`src/rtl/npu_core_pkg.sv`:
```
`default_nettype none
// ============================================================================
// Module   : npu_core (package)
// Brief    : Shared NPU core definitions: output-AGU FSM encoding and the
//            IOB buffer-select bit index.
// Revision : 1.0 - initial release
// ============================================================================
package npu_core;

    typedef enum logic [1:0] {
        ST_IDLE = 2'd0,
        ST_RUN  = 2'd1,
        ST_DONE = 2'd2
    } oagu_state_t;

    localparam int BSEL_BIT = 12;

endpackage
`default_nettype wire

```
`src/rtl/oagu_wport_sel.sv`:
```
`default_nettype none
// ============================================================================
// Module   : oagu_wport_sel
// Brief    : Steers one registered write onto the IOB0 or IOB1 port; the
//            unselected port's enable and address are held at zero.
// Revision : 1.0 - initial release
// ============================================================================
module oagu_wport_sel #(
    parameter int AW = 12
) (
    input  logic          i_wen,
    input  logic          i_bsel,
    input  logic [AW-1:0] i_waddr,
    output logic          o_wen0,
    output logic [AW-1:0] o_waddr0,
    output logic          o_wen1,
    output logic [AW-1:0] o_waddr1
);

    assign o_wen0   = i_wen & ~i_bsel;
    assign o_wen1   = i_wen &  i_bsel;
    assign o_waddr0 = o_wen0 ? i_waddr : '0;
    assign o_waddr1 = o_wen1 ? i_waddr : '0;

endmodule
`default_nettype wire

```
`src/rtl/oagu_dotacc.sv`:
```
`default_nettype none
// ============================================================================
// Module   : oagu_dotacc
// Brief    : Output AGU writing PE dot-accumulation results into IOB0/IOB1.
//            Optional sticky drop flag o_ovf_err under OAGU_DOTACC_OVF_CHK_EN.
// Revision : 1.0 - initial release
// ============================================================================
module oagu_dotacc
    import npu_core::*;
#(
    parameter int DW = 16,
    parameter int AW = 12
) (
    input  logic          i_clk,
    input  logic          i_rst,
    input  logic [15:0]   i_StartAdder,
    input  logic [7:0]    i_Out_Count,
    input  logic          i_AGUStart,
    input  logic          i_PE_DOTACC_valid,
    input  logic [DW-1:0] i_PE_DOTACC_data,
    output logic          o_IOB_WEn,
    output logic [AW-1:0] o_IOB_WAddr,
    output logic          o_IOB_WEn1,
    output logic [AW-1:0] o_IOB_WAddr1,
    output logic [DW-1:0] o_IOB_WData,
`ifdef OAGU_DOTACC_OVF_CHK_EN
    output logic          o_ovf_err,
`endif
    output logic          o_busy,
    output logic          o_AGU_Done
);

    oagu_state_t   r_state;
    logic [AW-1:0] r_offset;
    logic          r_bsel;
    logic [7:0]    r_count;
    logic [7:0]    r_idx;
    logic          r_wen;
    logic [AW-1:0] r_waddr;
    logic [DW-1:0] r_wdata;
    logic          r_busy;
    logic          r_done;
    logic          w_last;
    logic          w_unused_start;

    // Only the offset field and the buffer-select bit are meaningful.
    assign w_unused_start = ^i_StartAdder;
    assign w_last         = (r_idx + 8'd1) == r_count;

    always_ff @(posedge i_clk) begin
        if (i_rst) begin
            r_state  <= ST_IDLE;
            r_offset <= '0;
            r_bsel   <= 1'b0;
            r_count  <= '0;
            r_idx    <= '0;
            r_wen    <= 1'b0;
            r_waddr  <= '0;
            r_wdata  <= '0;
            r_busy   <= 1'b0;
            r_done   <= 1'b0;
        end else begin
            r_wen  <= 1'b0;
            r_done <= 1'b0;
            if (i_AGUStart) begin
                // A start always (re)loads the job, aborting anything in flight.
                r_offset <= i_StartAdder[AW-1:0];
                r_bsel   <= i_StartAdder[BSEL_BIT];
                r_count  <= i_Out_Count;
                r_idx    <= '0;
                r_busy   <= 1'b1;
                if (i_Out_Count != 8'd0) begin
                    r_state <= ST_RUN;
                end else begin
                    r_state <= ST_DONE;
                    r_done  <= 1'b1;
                end
            end else begin
                case (r_state)
                    ST_RUN: begin
                        if (i_PE_DOTACC_valid) begin
                            r_wen   <= 1'b1;
                            r_waddr <= r_offset + AW'(r_idx);
                            r_wdata <= i_PE_DOTACC_data;
                            r_idx   <= r_idx + 8'd1;
                            if (w_last) begin
                                r_state <= ST_DONE;
                                r_done  <= 1'b1;
                            end
                        end
                    end
                    ST_DONE: begin
                        r_state <= ST_IDLE;
                        r_busy  <= 1'b0;
                    end
                    default: begin
                        r_state <= ST_IDLE;
                        r_busy  <= 1'b0;
                    end
                endcase
            end
        end
    end

`ifdef OAGU_DOTACC_OVF_CHK_EN
    logic r_ovf;
    logic w_drop;

    // A dropped valid takes precedence over the clear from a coincident start.
    assign w_drop = i_PE_DOTACC_valid & (i_AGUStart | (r_state != ST_RUN));

    always_ff @(posedge i_clk) begin
        if (i_rst) begin
            r_ovf <= 1'b0;
        end else if (w_drop) begin
            r_ovf <= 1'b1;
        end else if (i_AGUStart) begin
            r_ovf <= 1'b0;
        end
    end

    assign o_ovf_err = r_ovf;
`endif

    oagu_wport_sel #(
        .AW (AW)
    ) u_wport_sel (
        .i_wen    (r_wen),
        .i_bsel   (r_bsel),
        .i_waddr  (r_waddr),
        .o_wen0   (o_IOB_WEn),
        .o_waddr0 (o_IOB_WAddr),
        .o_wen1   (o_IOB_WEn1),
        .o_waddr1 (o_IOB_WAddr1)
    );

    assign o_IOB_WData = r_wdata;
    assign o_busy      = r_busy;
    assign o_AGU_Done  = r_done;

endmodule
`default_nettype wire

```
`config.mk`:
```
export PLATFORM = sky130hd
export DESIGN_NAME = oagu_dotacc
export DESIGN_NICKNAME = d
export VERILOG_FILES = /design/src/rtl/npu_core_pkg.sv /design/src/rtl/oagu_wport_sel.sv /design/src/rtl/oagu_dotacc.sv
export SDC_FILE = /design/constraint.sdc
export NUM_CORES = 1
export LEC_CHECK = 0
export ABC_AREA = 1
export BUFFER_PORTS_ARGS = -buffer_cell sky130_fd_sc_hd__buf_2
export CORE_ASPECT_RATIO = 0.9
export CORE_MARGIN = 10
export CORE_UTILIZATION = 52
export CTS_CLUSTER_SIZE = 20
export DETAILED_ROUTE_END_ITERATION = 6
export PLACE_DENSITY = 0.88
export RECOVER_POWER = 100
export SETUP_SLACK_MARGIN = 0.2
export SYNTH_ARGS = -nofsm -noshare
export SYNTH_HDL_FRONTEND = slang
export SYNTH_SLANG_ARGS = --single-unit
```
`constraint.sdc`:
```
create_clock -name i_clk -period 2.4 [get_ports i_clk]
set_input_delay 0.48 -clock i_clk [delete_from_list [all_inputs] [get_ports i_clk]]
set_output_delay 0.48 -clock i_clk [all_outputs]
set_load 0.03 [all_outputs]
```
==> impl_metrics.ini, run 1 <==
[yosys]
yosys_most_used_dff = dfxtp_1
synth_edf_count = 0
synthTopCellsByCount = 84 x nor2_1, 69 x nand2_1, 64 x inv_1
yosys.area.top_type = dfxtp_1
synth_top_area_share = 0.400
ys_seq_elements = 62
ys_seq_area_frac = 0.400
synth.most_common_cell = nor2_1
synth_cell_types = 29
synth_fp_nets = 511
avgSynthCellArea_um2 = 6.80
yosysWarnings = 0
synth.area.top_cells = dfxtp_1 40%, nor2_1 10%, nand2_1 8.3%, o21ai_0 8.1%, inv_1 7.7%
syn-cell-area_um2 = 3110
synthArstFlopShare = 0
synthCells = 457

[route]
drc_errors = 0
drt_wl_total_um = 8240
vias = 3081
firstDrtPassIters = 5
dr.first_iter.drc_count = 152
wl_per_cell_um = 13.4
ant_nets = 0
vias_per_cell = 5.00

[cells_and_area]
multi_input_area_um2 = 1510
register_area_um2 = 1240
finalNetCount = 595
drive_gt1_frac = 0.132
area_growth_syn_to_layout_pct = 18.9
nFillCells = 509
diodes = 0

[die]
core_um2 = 5730
fp.dieArea_um2 = 9470
die_w_um = 101
num_rows = 26
initial_core_util = 0.543
ios = 88
die_y_um = 93.3

[critical_path]
end_kind = output pin
crit_chain = inv_1 -> nand2_1 -> nor2_1 -> clkbuf_1
required_ns = 1.92
path_max_fanout = 13
critPathLaunchType = register
slowest_stage = clkbuf_1
cp.arrival_ns = 1.50
max_stage_delay_ns = 0.34
crit_type = reg -> out

[placement]
place_congestion = 0.883
dp_hpwl_um = 6260
io_buffers = 84

[sta]
period_minus_slack_ns = 1.98
fmax_mhz = 504
finalSetupViolCount = 0
slew_headroom = 0.466
min_period_over_period = 0.826
finalHoldViolations = 0
fin_skew_ns = 0.00774
drv_slew = 0
grt_setup_unrepaired = no
tns_ns = 0
tightest_slew_ns = 0.800
whs_ns = 0.340

[global_routing]
grt_pass1_wl_um = 13600
grt_pass1_vias = 3032
track_usage = 0.175
antenna_found_initial = 0
grt_max_degree = 22
gr-total-overflow = 0

[clocking]
clockRootBuffer = clkbuf_8
cts.sinks = 62
cts_made_buffers = 9
post-cts-setup-buffer-count = 0
cts_tree = yes
htreeDepth = 3
clk_pin_slew_ns = 0.07
cts_resized = 0
clockBufferDepth = 2
hold_buffers = 0
clock_insertion_delay_worst_skew_ns = 0.34

[pwr]
irDropWorstVdd_mv = 0.407
power_uw = 2330
powerDensity_nw_per_um2 = 630
p_leak_uw = 0.00174

[run]
maxCapViolations = 0

[worst_hold_path]
hold_class = in -> reg

[status]
outcome = complete, no violations
## sequential cells by signal, indices dropped and copies added, names as in the netlist
signal / flops
r_wen: 1
o_busy: 1
o_IOB_WData: 16
r_idx: 8
r_waddr: 12
r_count: 8
r_bsel: 1
r_state: 2
o_AGU_Done: 1
r_offset: 12
## final cells by class
| cell class | instances | area share |
|---|---|---|
| multi-input combinational | 310 | 0.409 |
| sequential | 62 | 0.336 |
| timing repair buffer | 89 | 0.107 |
| inverter | 69 | 0.0701 |
| clock buffer | 13 | 0.0430 |
| tap | 70 | 0.0237 |
| clock inverter | 3 | 0.0115 |
## logic make-up (layout without fill, tap and decap cells)
logic type	Yosys count	after routing	synth area share
simple gates	198	198	0.271
compound gates	96	96	0.159
buf+inv	85	174	0.111
flops	62	62	0.400
fa+ha+maj	10	10	0.0427
xor+xnor	6	6	0.0169
## metal layers
metal	up-vias	routed length [um]	global-route usage
met5	-	0	0
met2	94	3910	0.284
met1	1369	3770	0.210
met4	0	88	0.0650
met3	8	464	0.0552
li1	1610	-	-
## cells in the final DEF, fill, tap and decap left out, types with 4 or more instances in the layout
master and instances:
nand2_1 69, xor2_1 5, o21ai_0 55, nor2_1 86, inv_2 4, a21oi_1 32, nor2_2 6, dfxtp_1 62
clkbuf_1 49, buf_2 39, inv_1 64, ha_1 9, nand3_1 26, clkbuf_8 11
## final timing paths
path	slack, ns	cells past startpoint	endpoint	startpoint
worst max-delay path	0.42	4	o_IOB_WAddr[8]	r_bsel
worst min-delay path	0.34	3	r_bsel	i_StartAdder[12]
worst max register to register	0.48	10	r_waddr[10]	r_idx[0]
worst min register to register	0.47	2	o_busy	o_busy
## critical path: cells and delay by family, from the launching register on
| family | cells | cell delay (ns) |
|---|---|---|
| simple gates | 2 | 0.44 |
| buf+inv | 2 | 0.40 |
| flops | 1 | 0.31 |
## through the flow
| step | util | setup WS (ns) | cell area, um2 | std cells |
|---|---|---|---|---|
| after floorplan | - | 0.744 | 3110 | 457 |
| after global placement | 0.623 | 0.601 | 3570 | 600 |
| after detailed placement | 0.623 | 0.571 | 3570 | 600 |
| after CTS | 0.658 | 0.520 | 3770 | 616 |
| after global routing | 0.645 | 0.258 | 3690 | 616 |
| final | 0.645 | 0.417 | 3690 | 616 |
## power breakdown
group          switching [uW]  internal [uW]
clock network             401            535
registers                34.2           1080
logic                     181           96.6
total                     616           1710
(Power assumes the default switching activity.)
==> run 2: changes to the inputs <==
ABC_AREA = 0   (was 1)
CORE_UTILIZATION = 47   (was 52)
PLACE_DENSITY = 0.84   (was 0.88)
clock period = 1.75 ns   (was 2.4 ns; I/O delays follow)
==> impl_metrics.ini, run 2 <==
[yosys]
syn-cell-area_um2 = 3020
synth.area.top_cells = dfxtp_1 41%, mux2i_1 7.3%, nand2_1 6.7%, a21oi_1 5.6%, nor2_1 4.8%
synth_edf_count = 0
yosys.area.top_type = dfxtp_1
synth_cell_types = 46
synth_fp_nets = 412
synthTopCellsByCount = 62 x dfxtp_1, 54 x nand2_1, 39 x nor2_1
synth.most_common_cell = dfxtp_1
avgSynthCellArea_um2 = 8.44
yosys_most_used_dff = dfxtp_1
synthCells = 358
synth_top_area_share = 0.411
yosysWarnings = 0
synthArstFlopShare = 0
ys_seq_elements = 62
ys_seq_area_frac = 0.411

[route]
firstDrtPassIters = 4
dr.first_iter.drc_count = 142
vias_per_cell = 5.23
ant_nets = 0
drc_errors = 0
wl_per_cell_um = 15.7
drt_wl_total_um = 8740
vias = 2921

[cells_and_area]
final_common_cell = dfxtp_1
drive_gt1_frac = 0.338
multi_input_area_um2 = 1850
largest_reg_flops = 16
nFillCells = 515
stdcell_count = 558
finalNetCount = 520
area_growth_syn_to_layout_pct = 39.3
diodes = 0
final_cell_mix = 55 x dfxtp_1, 54 x nand2_1, 41 x buf_2
register_area_um2 = 1250

[critical_path]
critPathLaunchType = register
cp.arrival_ns = 2.22
path_max_fanout = 4
crit_type = reg -> reg
end_kind = register
required_ns = 2.03

[status]
outcome = finished with violations
violations = setup timing

[sta]
drv_slew = 0
grt_setup_unrepaired = yes
finalSetupViolCount = 6
tns_ns = -0.454
fin_ws_ns = -0.184
min_period_over_period = 1.11
tightest_slew_ns = 0.594
period_minus_slack_ns = 1.93
fin_skew_ns = 0.00974
fmax_mhz = 517
finalHoldViolations = 0
slew_headroom = 0.604

[clocking]
htreeDepth = 3
clock_insertion_delay_worst_skew_ns = 0.35
post-cts-setup-buffer-count = 0
cts_tree = yes
clk_pin_slew_ns = 0.08
clockBufferDepth = 2
clockRootBuffer = clkbuf_8
cts.sinks = 62
cts_made_buffers = 9

[global_routing]
track_usage = 0.165
gr-total-overflow = 0
grt_max_degree = 24
antenna_found_initial = 0
grt_pass1_vias = 2889
grt_pass1_wl_um = 13600

[die]
initial_core_util = 0.489
ios = 88
core_um2 = 6180
num_rows = 27
fp.dieArea_um2 = 10000
die_y_um = 96.1
die_w_um = 105

[run]
maxCapViolations = 0

[placement]
io_buffers = 84
dp_hpwl_um = 6160
place_congestion = 0.855
dp_cells = 540

[pwr]
powerDensity_nw_per_um2 = 707
p_leak_uw = 0.00184
irDropWorstVdd_mv = 0.505

[worst_hold_path]
hold_class = in -> reg
[run 2: metrics by stage]
stage	hold slack [ns]	instance area, um2	utilization	power [uW]	worst slack [ns]
2_1_floorplan	0.436	3060	-	1720	-0.0897
3_3_place_gp	0.439	3760	0.608	1840	-0.0874
3_5_place_dp	0.445	3760	0.608	1850	-0.102
4_1_cts	0.217	4120	0.666	3000	-0.156
5_1_grt	0.213	4210	0.681	3110	-0.219
6_report	0.229	4210	0.681	2980	-0.184
[run 2: per-layer routing]
metal  track usage  up-vias  part of all wire  wire length (um)
li1              -     1452                 -                 -
met1         0.184     1378              0.42              3650
met2         0.282       79              0.51              4440
met3        0.0595       12             0.059               514
met4        0.0741        0             0.016               136
met5             0        -                 0                 0
[run 2: kinds of logic after synthesis]
logic type | count (synthesis) | synth area share
xor+xnor | 19 | 0.0550
flops | 62 | 0.411
fa+ha+maj | 10 | 0.0439
buf+inv | 24 | 0.0323
compound gates | 63 | 0.131
mux | 22 | 0.0728
simple gates | 158 | 0.255
[run 2: final timing paths]
check | start | slack (ns) | cells past startpoint | to
worst max-delay path | r_idx[0] | -0.18 | 7 | r_waddr[8]
worst min-delay path | i_PE_DOTACC_data[6] | 0.23 | 3 | o_IOB_WData[6]
worst max register to register | r_idx[0] | -0.18 | 7 | r_waddr[8]
worst min register to register | o_IOB_WData[6] | 0.45 | 2 | o_IOB_WData[6]
[run 2: repair_timing]
action	CTS	global route
pin swaps	15	8
hold buffers	0	0
endpoints found under the setup margin	39	38
cloned	1	1
resized for setup	57	40
[run 2: report_power, final]
part | switching (uW) | total (uW) | internal, uW
Combinational | 184 | 328 | 144
Sequential | 43.6 | 1500 | 1460
Clock | 618 | 1150 | 530
[run 2: final cells by class]
| class | instances | share of cell area |
|---|---|---|
| Sequential cell | 62 | 0.297 |
| Clock inverter | 7 | 0.0131 |
| Timing Repair Buffer | 118 | 0.193 |
| Multi-Input combinational cell | 272 | 0.439 |
| Clock buffer | 9 | 0.0294 |
| Inverter | 3 | 0.00267 |
| Tap cell | 87 | 0.0259 |
[run 2: worst max-delay path, stage by stage (launching register included)]
cell and delay, ns:
dfxtp_2 0.35, ha_4 0.16, fa_2 0.35, a21o_1 0.17
a21o_1 0.17, a21o_1 0.20, a2111o_1 0.38, nand3_1 0.08
